==> src/rtl/video_pattern_sched.sv <==
// Test-pattern scheduler for the HDMI pixel-data generator.
// Auto-cycles or steps on a debounced key, changing pattern only on vsync rising edges.
//
// state       | meaning
// S_WAIT_SYNC | reset done, waiting for the first frame boundary; pattern held at 0
// S_RUN       | normal operation: auto expiry or pending key press advances on frame_tick
// S_FREEZE    | pattern and frame counter held; key presses discarded
module video_pattern_sched #(
   parameter int          NUM_PATTERNS       = 8,
   parameter int          FRAMES_PER_PATTERN = 60,
   parameter logic [19:0] DEBOUNCE_CYCLES    = 20'd1000000
) (
   input  logic       pixel_clk,
   input  logic       sys_rst,
   input  logic       vsync_in,
   input  logic       key_n,
   input  logic       auto_en,
   input  logic       freeze,
   output logic [2:0] pattern_sel,
   output logic       pattern_chg,
   output logic       locked
);

   localparam logic [1:0] S_WAIT_SYNC = 2'd0;
   localparam logic [1:0] S_RUN       = 2'd1;
   localparam logic [1:0] S_FREEZE    = 2'd2;

   localparam logic [2:0]  LAST_PAT   = 3'(NUM_PATTERNS - 1);
   localparam logic [7:0]  LAST_FRAME = 8'(FRAMES_PER_PATTERN - 1);
   localparam logic [19:0] DEB_LAST   = DEBOUNCE_CYCLES - 20'd1;

   logic        vsync_d;
   logic        frame_tick;
   logic        key_s1, key_s2;
   logic        deb_state, deb_d;
   logic [19:0] deb_cnt;
   logic        press;
   logic        pending;
   logic [7:0]  frame_cnt;
   logic [1:0]  state;
   logic        advance;

   assign frame_tick = vsync_in & ~vsync_d;
   assign press      = deb_d & ~deb_state;
   assign advance    = pending | (auto_en & (frame_cnt == LAST_FRAME));

   always_ff @(posedge pixel_clk or posedge sys_rst) begin
      if (sys_rst) begin
         vsync_d   <= 1'b0;
         key_s1    <= 1'b1;
         key_s2    <= 1'b1;
         deb_state <= 1'b1;
         deb_d     <= 1'b1;
         deb_cnt   <= 20'd0;
      end else begin
         vsync_d <= vsync_in;
         key_s1  <= key_n;
         key_s2  <= key_s1;
         deb_d   <= deb_state;
         if (key_s2 != deb_state) begin
            if (deb_cnt == DEB_LAST) begin
               deb_state <= key_s2;
               deb_cnt   <= 20'd0;
            end else begin
               deb_cnt <= deb_cnt + 20'd1;
            end
         end else begin
            deb_cnt <= 20'd0;
         end
      end
   end

   always_ff @(posedge pixel_clk or posedge sys_rst) begin
      if (sys_rst) begin
         state       <= S_WAIT_SYNC;
         pattern_sel <= 3'd0;
         pattern_chg <= 1'b0;
         locked      <= 1'b0;
         pending     <= 1'b0;
         frame_cnt   <= 8'd0;
      end else begin
         pattern_chg <= 1'b0;
         case (state)
            S_WAIT_SYNC: begin
               pending <= 1'b0;
               if (frame_tick) begin
                  state  <= S_RUN;
                  locked <= 1'b1;
               end
            end
            S_RUN: begin
               if (freeze) begin
                  state   <= S_FREEZE;
                  pending <= 1'b0;
               end else if (frame_tick) begin
                  if (advance) begin
                     pattern_sel <= (pattern_sel == LAST_PAT) ? 3'd0 : pattern_sel + 3'd1;
                     pattern_chg <= 1'b1;
                     frame_cnt   <= 8'd0;
                     // a press landing on the advancing tick carries over to the next frame
                     pending     <= press;
                  end else begin
                     if (auto_en) frame_cnt <= frame_cnt + 8'd1;
                     pending <= pending | press;
                  end
               end else if (press) begin
                  pending <= 1'b1;
               end
            end
            S_FREEZE: begin
               pending <= 1'b0;
               if (!freeze) state <= S_RUN;
            end
            default: begin
               state   <= S_WAIT_SYNC;
               pending <= 1'b0;
            end
         endcase
      end
   end

endmodule

==> config.mk <==
export PLATFORM = sky130hd
export DESIGN_NAME = video_pattern_sched
export DESIGN_NICKNAME = d
export VERILOG_FILES = /design/src/rtl/video_pattern_sched.sv
export SDC_FILE = /design/constraint.sdc
export NUM_CORES = 1
export LEC_CHECK = 0
export BUFFER_PORTS_ARGS = -buffer_cell sky130_fd_sc_hd__buf_2
export CAP_MARGIN = 20
export CORE_ASPECT_RATIO = 1.4
export CORE_MARGIN = 8
export CORE_UTILIZATION = 53
export DETAILED_ROUTE_END_ITERATION = 16
export GPL_ROUTABILITY_DRIVEN = 0
export HOLD_SLACK_MARGIN = 0.15
export PLACE_DENSITY = 0.76
export SETUP_SLACK_MARGIN = 0.3
export SLEW_MARGIN = 20
export SYNTH_ARGS = -nofsm -noshare
export SYNTH_HDL_FRONTEND = slang
export SYNTH_SLANG_ARGS = --single-unit
export TNS_END_PERCENT = 5
==> constraint.sdc <==
create_clock -name pixel_clk -period 2.2 [get_ports pixel_clk]
set_clock_uncertainty 0.1 [all_clocks]
set_input_delay 0.33 -clock pixel_clk [delete_from_list [all_inputs] [get_ports pixel_clk]]
set_output_delay 0.33 -clock pixel_clk [all_outputs]
set_load 0.01 [all_outputs]
==> results of run 1 <==
## per-layer routing
layer  share of wire, %  vias to the layer above
met4                2.2                        0
met3                4.7                       10
li1                   -                      713
met2                 54                       33
met1                 39                      760
met5                  0                        -
## worst max-delay path, stage by stage, from the launching register on
cell and delay [ns]:
dfrtp_1 0.40, ha_4 0.16, nand3_4 0.09, or4_4 0.52, or4_4 0.50, a21oi_2 0.14
## cells by family after synthesis
logic type,count (synthesis),share of synthesized area (%)
AO/OA/AOI/OAI,24,6.98
multiplexers,5,2.87
flip-flops,41,53.8
AND/OR/NAND/NOR,82,22.6
adder cells (fa/ha/maj),4,2.61
XOR/XNOR,19,8.68
buffers and inverters,12,2.48
## cell usage in the layout (no fill, tap or decap), types with 2 or more instances in the layout
master	netlist	routed
dfrtp_2	0	2
xnor2_1	15	15
buf_4	0	13
a21oi_2	0	3
or4_4	0	3
buf_2	2	10
ha_1	4	2
dlygate4sd3_1	0	3
nor2b_1	2	2
o31ai_1	4	3
inv_1	7	7
dfrtp_1	37	35
nand4b_1	2	2
dfstp_2	4	4
nor4_1	5	5
nor3_1	8	8
mux2_2	4	4
a21oi_1	9	6
and3_1	3	3
or3_1	4	3
ha_4	0	2
clkbuf_8	0	6
nand3_1	9	8
nand4_1	4	4
o21ai_0	9	8
xor2_1	4	4
nor2_1	24	24
nand2_1	9	9
## through the flow
step	cells	util, %	total power, mW	worst slack, ns
after CTS	257	64.0	1.67	0.232
after global placement	239	57.8	1.00	0.129
after floorplan	187	-	0.976	0.179
after global routing	259	66.1	1.76	0.183
final	259	66.1	1.69	0.240
after detailed placement	239	57.8	1.02	0.0654
## worst paths after layout
kind,startpoint,end,slack (ns),depth (start not counted)
max,deb_cnt[1],deb_cnt[18],0.24,5
min,freeze,state[1],0.18,2
min reg2reg,key_s1,key_s2,0.26,0
max reg2reg,deb_cnt[1],deb_cnt[18],0.24,5
max in group asynchronous,sys_rst,deb_cnt[7],1.01,4
min in group asynchronous,sys_rst,frame_cnt[5],0.61,4
## timing repair
| action | 4_1_cts | 5_1_grt |
|---|---|---|
| resized for setup | 4 | 14 |
| endpoints found under the setup margin | 7 | 27 |
| setup buffers | 7 | 2 |
| pin swaps | 4 | 3 |
| endpoints found under the hold margin | 39 | 0 |
| hold buffers | 3 | 0 |
## power breakdown
group | switching, mW | total (mW) | internal (mW) | leakage (nW)
Sequential | 0.0651 | 0.866 | 0.801 | 0.540
Clock | 0.258 | 0.628 | 0.370 | 0.0585
Combinational | 0.0912 | 0.195 | 0.104 | 0.386
## cell type report
cell class | count | area share (%)
Clock buffer | 7 | 3.68
Clock inverter | 1 | 1.28
Inverter | 7 | 1.12
Multi-Input combinational cell | 134 | 39.5
Sequential cell | 41 | 44.1
Tap cell | 42 | 2.24
Timing Repair Buffer | 27 | 8.06
## registers in the layout, indices dropped and copies added, names as in the netlist
register,count
deb_cnt,20
deb_d,1
deb_state,1
frame_cnt,8
key_s1,1
key_s2,1
locked,1
pattern_chg,1
pattern_sel,3
pending,1
state,2
vsync_d,1
==> results.yml, run 1 <==
timing:
  worst_pin_slew_ns: 0.505
  drv_slew: 0
  hold_ws_ns: 0.184
  fin_crit_ns: 1.96
  rsz0062_at_grt: "true"
  finalCritPeriodShare_pct: 89.1
  hold_viol_final: 0
  setup_viol: 0
  relSlewSlack_pct: 66.3
  max_freq_mhz: 510
  setup_tns_ns: 0
cells_and_area:
  layout.nets: 226
  area_growth_syn_to_layout_pct: 22.2
  design_area_um2: 2340
  drive_above_1_share_pct: 25.3
  fillCellCount: 270
  diodes: 0
  ff_latch_area_um2: 1030
  multi_input_area_um2: 927
synthesis:
  synth_seq_area_share_pct: 53.8
  synth_common_cells: "dfrtp_1 (37), nor2_1 (24), xnor2_1 (15)"
  synth_cells: 187
  synth_edf_count: 0
  syn-num-nets: 197
  yosysTopAreaCell: "dfrtp_1"
  yosysWarningCount: 0
  dominantRegCellSynth: "dfrtp_1"
  yosys.cell_types.count: 33
  synth_most_common_cell: "dfrtp_1"
  async_flop_share_pct: 100
  synth_seq_cells: 41
  ys_top_cells_by_area: "dfrtp_1 (48%), xnor2_1 (6.8%), dfstp_2 (5.5%), nor2_1 (4.7%), ha_1 (2.6%)"
  synth_area_um2: 1920
  yosysTopAreaCellShare_pct: 48.3
  synth.avg_cell_area_um2: 10.3
detailed_routing:
  drt-total-wl_mm: 4.07
  dr.pass1.iters: 5
  drc: 0
  wire_per_inst_um: 15.7
  drt_iter0_markers: 83
  vias: 1516
  viasPerCell: 5.85
  ant_nets: 0
floorplanning:
  die_y_um: 87.2
  initial_core_util_pct: 54.1
  rows: 26
  coreArea_um2: 3550
  ios: 11
  die_x_um: 66.8
  die-area_um2: 5830
pwr:
  powerDensity_nw_per_um2: 720
  cellLeakagePower_nw: 0.985
  vdd_drop_max_uv: 668
outcome:
  status: "finished clean"
grt:
  gr-usage-met2_pct: 26.7
  grt_max_degree: 42
  busiest_layer: "met2"
  grt_overflow_total: 0
  grt_pass1_wl_mm: 6.99
  antenna_found_initial: 0
  grt_pass1_vias: 1605
  grtUsageMet3_pct: 4.64
  grt_use_total_pct: 15.4
  use_met1_pct: 16.5
clock_tree:
  numClockSinks: 41
  clkLatencyLatePin_ns: 0.30
  cts_tree: "yes"
  cts_buffers: 5
  clock_tree.buffer_depth: 2
  h-tree-depth: 2
  clk_pin_slew_ns: 0.08
  cts-root-buf: "clkbuf_8"
worst_setup_path:
  startpoint_type: "flip-flop"
  crit_path_end_kind: "flip-flop"
  path_class: "flip-flop to flip-flop"
  cp_data_arrival_time_ns: 2.09
  crit_required_ns: 2.33
  crit_fanout: 3
placed_design:
  post_dp_cell_area_um2: 2050
  port_buffers: 10
  dp_hpwl_mm: 2.66
job:
  drv_cap: 0
min_path:
  hp-class: "input port to flip-flop"
(Power assumes the default switching activity.)
==> inputs of run 2 (changes only) <==
- CTS_CLUSTER_DIAMETER: not set -> 40
- REMOVE_ABC_BUFFERS: not set -> 1
==> results.yml, run 2 (synthesized netlist as in run 1, its figures left out) <==
pwr:
  p_switching_mw: 0.398
  cellLeakagePower_nw: 0.979
  p_clk_share_pct: 40.9
  seqPwrFrac_pct: 49.3
  fin_total_pwr_mw: 1.73
  p_int_mw: 1.33
  p_comb_share_pct: 9.7
  swShare_pct: 23.0
  powerDensity_nw_per_um2: 761
  vdd_drop_max_uv: 544
grt:
  grt_max_degree: 42
  grt_pass1_wl_mm: 6.49
  antenna_found_initial: 0
  grt_overflow_total: 0
  grt_use_total_pct: 14.6
  grt_pass1_vias: 1519
detailed_routing:
  drt_iter0_markers: 95
  vias: 1475
  dr.pass1.iters: 4
  ant_nets: 0
  wire_per_inst_um: 15.1
  drt-total-wl_mm: 3.87
  drc: 0
  viasPerCell: 5.74
worst_setup_path:
  cp.buffers_inverters: 1
  r2r-start: "frame_cnt[0]"
  critical_path_depth: 6
  crit_family: "simple AND/OR/NAND/NOR gates"
  crit_fanout: 4
  r2r_slack_ns: 0.20
  cp_data_arrival_time_ns: 2.08
  crit_required_ns: 2.28
  path_class: "flip-flop to flip-flop"
  startpoint_type: "flip-flop"
  max_stage_delay_ns: 0.40
  crit_path_end_kind: "flip-flop"
  rr_worst_depth: 6
  crit_slowest_cell: "dfrtp_1"
  path_cells: "ha_1, nor4b_2, a31oi_1, nor3_1, buf_4, mux2_2"
  r2r-end: "pattern_sel[2]"
clock_tree:
  cts_tree: "yes"
  clock_tree.buffer_depth: 2
  cts_buffers: 5
  numClockSinks: 41
  clk_pin_slew_ns: 0.08
  h-tree-depth: 2
  clkLatencyLatePin_ns: 0.30
  cts-root-buf: "clkbuf_8"
placed_design:
  post_dp_cell_area_um2: 2060
  dp_hpwl_mm: 2.50
  port_buffers: 10
floorplanning:
  ios: 11
  coreArea_um2: 3550
  rows: 26
  initial_core_util_pct: 54.1
  die-area_um2: 5830
  die_y_um: 87.2
  die_x_um: 66.8
cells_and_area:
  design_area_um2: 2280
  top_register: "deb_cnt"
  multi_input_area_um2: 865
  area_growth_syn_to_layout_pct: 18.8
  fillCellCount: 286
  layout.nets: 224
  ff_latch_area_um2: 1030
  diodes: 0
  drive_above_1_share_pct: 20.9
  largest_reg_flops: 20
  top_regs: "deb_cnt: 20 flops, frame_cnt: 8 flops, pattern_sel: 3 flops"
  final_common_cell: "dfrtp_1"
  layout_common_cells: "dfrtp_1 (37), nor2_1 (24), xnor2_1 (15)"
min_path:
  whs_path_depth: 2
  hold_path_end: "state[1]"
  holdCritStartpoint: "freeze"
  hp-class: "input port to flip-flop"
timing:
  finalCritPeriodShare_pct: 91.1
  max_freq_mhz: 499
  worst_pin_slew_ns: 0.508
  rsz0062_at_grt: "true"
  fin_crit_ns: 2.00
  relSlewSlack_pct: 66.1
  drv_slew: 0
  setup_viol: 0
  hold_viol_final: 0
  hold_ws_ns: 0.184
job:
  drv_cap: 0
outcome:
  status: "finished clean"
## run 2: changes by cell type in the layout (fill, tap and decap cells not counted), sizes merged
cell	change
bufinv	+1
buf	-2
clkbuf	-2
clkinv	+1
## run 2: how the worst max path moves through the flow
stage / from / to / slack (ns)
after floorplan: deb_cnt[0] / deb_cnt[10] / -0.28
after CTS: deb_cnt[1] / deb_cnt[18] / 0.22
after global placement: deb_cnt[0] / deb_cnt[18] / 0.07
final: frame_cnt[0] / pattern_sel[2] / 0.20
after detailed placement: deb_cnt[0] / deb_cnt[18] / 0.01
after global routing: deb_cnt[1] / deb_cnt[18] / 0.13
## run 2: power groups by stage
stage / clock network [mW] / registers [mW] / logic, mW
after floorplan: 0 / 0.855 / 0.116
after global placement: 0 / 0.861 / 0.143
after detailed placement: 0 / 0.866 / 0.151
after CTS: 0.725 / 0.853 / 0.170
after global routing: 0.760 / 0.858 / 0.194
final: 0.709 / 0.855 / 0.169
## run 2: per-layer routing
layer	up-vias	GRT usage [%]	wire [um]
met5	-	0	0
met1	721	14.6	1540
met4	0	8.58	104
li1	710	-	-
met3	12	5.03	199
met2	32	25.0	2030
## run 2: area by class of cell
class / instances / area share (%)
clock buffers: 5 / 3.02
clock inverters: 3 / 2.86
inverters: 7 / 1.15
multi-input cells: 134 / 37.9
flip-flops and latches: 41 / 45.2
well taps: 42 / 2.31
repair buffers: 25 / 7.47
## run 2: what timing repair did
item / in CTS / in global routing
gates cloned: 0 / 0
hold buffers: 3 / 0
pin swaps: 3 / 0
gates resized for setup: 5 / 0
endpoints found under the setup margin: 8 / 31
buffers inserted: 5 / 0
hold endpoints to repair: 39 / 0
## run 2: stage by stage
stage	setup TNS [ns]	std cells	utilization (%)	setup slack (ns)
after global routing	0	257	64.3	0.127
after floorplan	-5.47	182	-	-0.276
after CTS	0	257	64.3	0.222
after detailed placement	0	241	58.0	0.0146
final	0	257	64.3	0.197
after global placement	0	241	58.0	0.0711
